## src/rtl/seq_div_16by8.sv

```systemverilog
// seq_div_16by8 - multi-cycle restoring divider.
// Divides a 2*DW-bit dividend by a DW-bit divisor and resolves one quotient
// bit per clock. Valid/ready handshakes sit on both the operand and the
// result side. The result is held stable until the consumer accepts it.
// Optional feature macro: SEQ_DIV_ZERO_BYPASS_EN. When it is defined, a zero
// divisor skips the iterations and the block presents its result one clock
// after accept. When it is undefined, a zero divisor runs the full 2*DW
// iterations and produces the same data values.
module seq_div_16by8 #(
    parameter int DW = 8,
    parameter int CW = 5
) (
    input  logic              clk,
    input  logic              rst_n,
    input  logic              in_valid,
    output logic              in_ready,
    input  logic [2*DW-1:0]   dividend,
    input  logic [DW-1:0]     divisor,
    output logic              out_valid,
    input  logic              out_ready,
    output logic [2*DW-1:0]   quotient,
    output logic [DW-1:0]     remainder,
    output logic              div_by_zero
);

    localparam logic [1:0] IDLE = 2'd0;
    localparam logic [1:0] BUSY = 2'd1;
    localparam logic [1:0] DONE = 2'd2;

    localparam logic [CW-1:0] LAST_ITER = CW'(2*DW-1);

    logic [1:0]        state;
    logic [1:0]        state_nxt;
    logic              armed;
    logic              accept;
    logic              zero_div_in;

    logic [DW:0]       part_rem;
    logic [2*DW-1:0]   shift_reg;
    logic [DW-1:0]     dvsr;
    logic [CW-1:0]     count;
    logic              dbz;

    logic [DW+1:0]     shifted;
    logic              fits;
    logic [DW:0]       rem_next;

    // The block only advertises readiness once it has seen a clock edge out of reset.
    always_ff @(posedge clk or negedge rst_n) begin
        if (!rst_n) begin
            armed <= 1'b0;
        end else begin
            armed <= 1'b1;
        end
    end

    assign in_ready    = armed && (state == IDLE);
    assign accept      = in_valid && in_ready;
    assign zero_div_in = (divisor == '0);

    // One restoring step. The bit shifted out of the top of the partial
    // remainder stays in the compare, so an oversized value is never taken as small.
    always_comb begin
        shifted  = {part_rem, shift_reg[2*DW-1]};
        fits     = (shifted >= {2'b00, dvsr});
        rem_next = shifted[DW:0];
        if (fits) begin
            rem_next = shifted[DW:0] - {1'b0, dvsr};
        end
    end

    // Next-state logic for the IDLE -> BUSY -> DONE -> IDLE sequence.
    always_comb begin
        state_nxt = state;
        case (state)
            IDLE: begin
                if (accept) begin
`ifdef SEQ_DIV_ZERO_BYPASS_EN
                    if (zero_div_in) begin
                        state_nxt = DONE;
                    end else begin
                        state_nxt = BUSY;
                    end
`else
                    state_nxt = BUSY;
`endif
                end
            end
            BUSY: begin
                if (count == LAST_ITER) begin
                    state_nxt = DONE;
                end
            end
            DONE: begin
                if (out_ready) begin
                    state_nxt = IDLE;
                end
            end
            default: begin
                state_nxt = IDLE;
            end
        endcase
    end

    // State register.
    always_ff @(posedge clk or negedge rst_n) begin
        if (!rst_n) begin
            state <= IDLE;
        end else begin
            state <= state_nxt;
        end
    end

    // Datapath: capture operands on accept, iterate while busy, hold while done.
    always_ff @(posedge clk or negedge rst_n) begin
        if (!rst_n) begin
            part_rem  <= '0;
            shift_reg <= '0;
            dvsr      <= '0;
            count     <= '0;
            dbz       <= 1'b0;
        end else begin
            case (state)
                IDLE: begin
                    if (accept) begin
`ifdef SEQ_DIV_ZERO_BYPASS_EN
                        if (zero_div_in) begin
                            part_rem  <= {1'b0, dividend[DW-1:0]};
                            shift_reg <= '1;
                            dvsr      <= divisor;
                            count     <= '0;
                            dbz       <= 1'b1;
                        end else begin
                            part_rem  <= '0;
                            shift_reg <= dividend;
                            dvsr      <= divisor;
                            count     <= '0;
                            dbz       <= 1'b0;
                        end
`else
                        part_rem  <= '0;
                        shift_reg <= dividend;
                        dvsr      <= divisor;
                        count     <= '0;
                        dbz       <= 1'b0;
`endif
                    end
                end
                BUSY: begin
                    part_rem  <= rem_next;
                    shift_reg <= {shift_reg[2*DW-2:0], fits};
                    count     <= count + CW'(1);
                    if (count == LAST_ITER) begin
                        dbz <= (dvsr == '0);
                    end
                end
                default: begin
                    part_rem  <= part_rem;
                    shift_reg <= shift_reg;
                end
            endcase
        end
    end

    assign out_valid   = (state == DONE);
    assign quotient    = shift_reg;
    assign remainder   = part_rem[DW-1:0];
    assign div_by_zero = dbz;

endmodule

```

## config.mk

```make
export PLATFORM = sky130hd
export DESIGN_NAME = seq_div_16by8
export DESIGN_NICKNAME = d
export VERILOG_FILES = /design/src/rtl/seq_div_16by8.sv
export SDC_FILE = /design/constraint.sdc
export NUM_CORES = 1
export LEC_CHECK = 0
export CORE_UTILIZATION = 54
export DETAILED_ROUTE_END_ITERATION = 6
export HOLD_SLACK_MARGIN = 0.15
export PLACE_DENSITY = 0.91
export SYNTH_ARGS = -nofsm -noshare
export SYNTH_HDL_FRONTEND = slang
export SYNTH_SLANG_ARGS = --single-unit
```

## constraint.sdc

```tcl
create_clock -name clk -period 4.8 [get_ports clk]
set_input_delay 0.72 -clock clk [delete_from_list [all_inputs] [get_ports clk]]
set_output_delay 0.72 -clock clk [all_outputs]
set_load 0.1 [all_outputs]
```

==> flow_summary.yaml <==
outcome:
  status: "finished, final reports clean"
setup_path:
  cp-end-kind: "output port"
  crit_fanout: 5
  r2r_slack_ns: 2.30
  path_class: "register to output port"
  r2r-start: "dvsr[0]$_DFFE_PN0P_"
  cp.arrival_ns: 2.18
  crit_path_start: "state[1]$_DFFE_PN0P_"
  worstPathRequired_ns: 4.08
  startpoint_type: "register"
  crit_slowest_cell: "clkdlybuf4s50_1"
  path_cells: "nor3b_1 -> clkdlybuf4s50_1"
  max_stage_delay_ns: 1.18
clock_network:
  clock_path_buffers: 2
  cts-hold-fix-buffers: 0
  post-cts-setup-buffers: 0
  clk_latency_ns: 0.30
  h-tree-depth: 2
  clk_pin_slew_ns: 0.07
  cts_resized: 0
  cts_tree: "yes"
  cts_buffers: 5
  cts-root-buf: "clkbuf_8"
  clkSinkCount: 42
cells_and_area:
  layout.nets: 339
  layout-drive-gt1-share: 0.0598
  synthToLayoutAreaGrowth_pct: 22.6
  antennaDiodeCount: 0
route:
  dr.pass1.iters: 4
  drc: 0
  drt_wl_total_mm: 5.39
  dr_total_vias: 2075
  vias_per_cell: 5.91
  wl_per_cell_um: 15.4
  drtIter0Drc: 219
  drtAntennaViolNets: 0
place:
  globalplace.congestion: 0.901
  port_buffers: 54
  hpwl_mm: 3.87
timing:
  hold_viol_final: 0
  worst_pin_slew_ns: 0.995
  fmax_mhz: 345
  period_minus_slack_ns: 2.90
  skew_ns: 0.00462
  rsz0062_at_grt: "false"
  timing.final.crit_share: 0.604
  slew_headroom: 0.334
  tns_ns: 0
  setup_viol: 0
  slew_violations: 0
floorplanning:
  core.rowCount: 23
  dieHeight_um: 68.1
  top_level_ports: 55
  core_area_um2: 4090
  start_util: 0.578
  die_area_um2: 4640
  die_x_um: 68.1
min_path:
  hp-start: "count[3]$_DFFE_PN0P_"
  min_path_type: "register to register"
global_routing:
  grt_usage: 0.262
  grt_max_degree: 43
  grt_pass1_wl_mm: 8.78
  antenna_found_initial: 0
  grt_pass1_vias: 1837
  grt-ovfl-total: 0
synth:
  ys_seq_elements: 42
  synth-seq-area-share: 0.445
  netlist_area_um2: 2360
  ys_warn_count: 0
  synth_nets: 299
  synth-edff-count: 0
  synth_cell_types: 48
  synth_cells: 260
  syn_area_per_cell_um2: 9.08
  synth_ff_type: "dfrtp_1"
  async_flop_share: 1.00
job:
  cap_violations: 0
[per-stage QoR]
stage	util	hold WS (ns)	setup WS [ns]	area [um^2]	cells
floorplan	-	0.424	1.10	2360	260
global placement	0.685	0.470	2.23	2800	343
detailed placement	0.685	0.480	2.18	2800	343
CTS	0.708	0.499	1.89	2890	351
global route	0.708	0.514	1.78	2890	351
finish	0.708	0.501	1.90	2890	351
[synthesized netlist by cell type (2+ instances only)]
master / count / share of area
ha_1: 10 / 0.053
nor3b_1: 2 / 0.0064
dfrtp_1: 42 / 0.45
mux2i_1: 2 / 0.0085
nor3_1: 3 / 0.0064
nand4_1: 4 / 0.011
a221o_1: 4 / 0.017
buf_6: 6 / 0.029
nor4b_1: 2 / 0.0074
nor2_1: 38 / 0.060
o22ai_1: 16 / 0.042
clkbuf_8: 2 / 0.012
a21oi_1: 9 / 0.019
nand2_1: 32 / 0.051
nand2b_1: 3 / 0.0079
nand3_1: 3 / 0.0064
o21ai_0: 17 / 0.036
buf_4: 9 / 0.029
clkbuf_1: 7 / 0.011
o211ai_1: 5 / 0.016
inv_1: 14 / 0.022
nor4_1: 4 / 0.011
[cells in the final DEF, fill, tap and decap left out, drive strengths merged, types with 2 or more instances in the layout]
cell type	Yosys	routed
nor2	38	38
dfrtp	42	42
a221o	4	4
nor3	3	3
inv	14	15
nor3b	2	2
ha	10	10
clkdlybuf4s50	0	53
nand2	32	32
o211ai	5	5
clkbuf	9	7
o22ai	16	16
a211o	2	2
a21oi	10	10
nor4	4	4
nand2b	3	3
o21ai	17	17
nand3	4	4
buf	15	4
nor4b	2	2
nand4	4	4
mux2i	2	2
[critical path: cells and delay by family, from the launching register on]
family | cells | cell delay, ns
flops | 1 | 0.44
simple gates | 1 | 0.26
buf+inv | 1 | 1.18
[routing by layer]
metal  track usage  vias up  routed length, um
met5             0        -                  0
met4        0.0781        0                 85
met3        0.0800        9                357
met2         0.420       80               2650
met1         0.337      997               2300
li1              -      989                  -
[sequential cells by signal (all words and copies together), names as in the netlist]
signal / flops
state: 2
quotient: 16
part_rem: 9
div_by_zero: 1
count: 5
dvsr: 8
armed: 1
[worst paths after layout]
check	endpoint	cells after the start
worst max-delay path	in_ready	2
worst min-delay path	count[3]$_DFFE_PN0P_	1
worst max register to register	part_rem[5]$_DFFE_PN0P_	7
worst min register to register	count[3]$_DFFE_PN0P_	1
max in group asynchronous	quotient[9]$_DFFE_PN0P_	1
min in group asynchronous	part_rem[5]$_DFFE_PN0P_	1
[logic make-up after synthesis]
| group | count (synthesis) | share of synthesized area |
|---|---|---|
| and+or+nand+nor | 99 | 0.193 |
| AOI/OAI and AO/OA | 65 | 0.181 |
| DFF | 42 | 0.445 |
| buffers and inverters | 38 | 0.102 |
| adders and majority gates | 11 | 0.0615 |
| xor gates and xnor gates | 2 | 0.00742 |
| muxes | 2 | 0.00848 |
| other | 1 | 0.00159 |
[cell type report]
type	count	area, um^2
multi-input cells	180	1070
fillers	319	1190
flip-flops and latches	42	1050
well taps	50	62.6
inverters	14	52.6
clock inverters	1	8.76
repair buffers	57	558
clock buffers	7	86.3
Power is left out: the tool's default activity adds up to more than one toggle a clock period on the data nets, which glitch-free logic cannot reach.
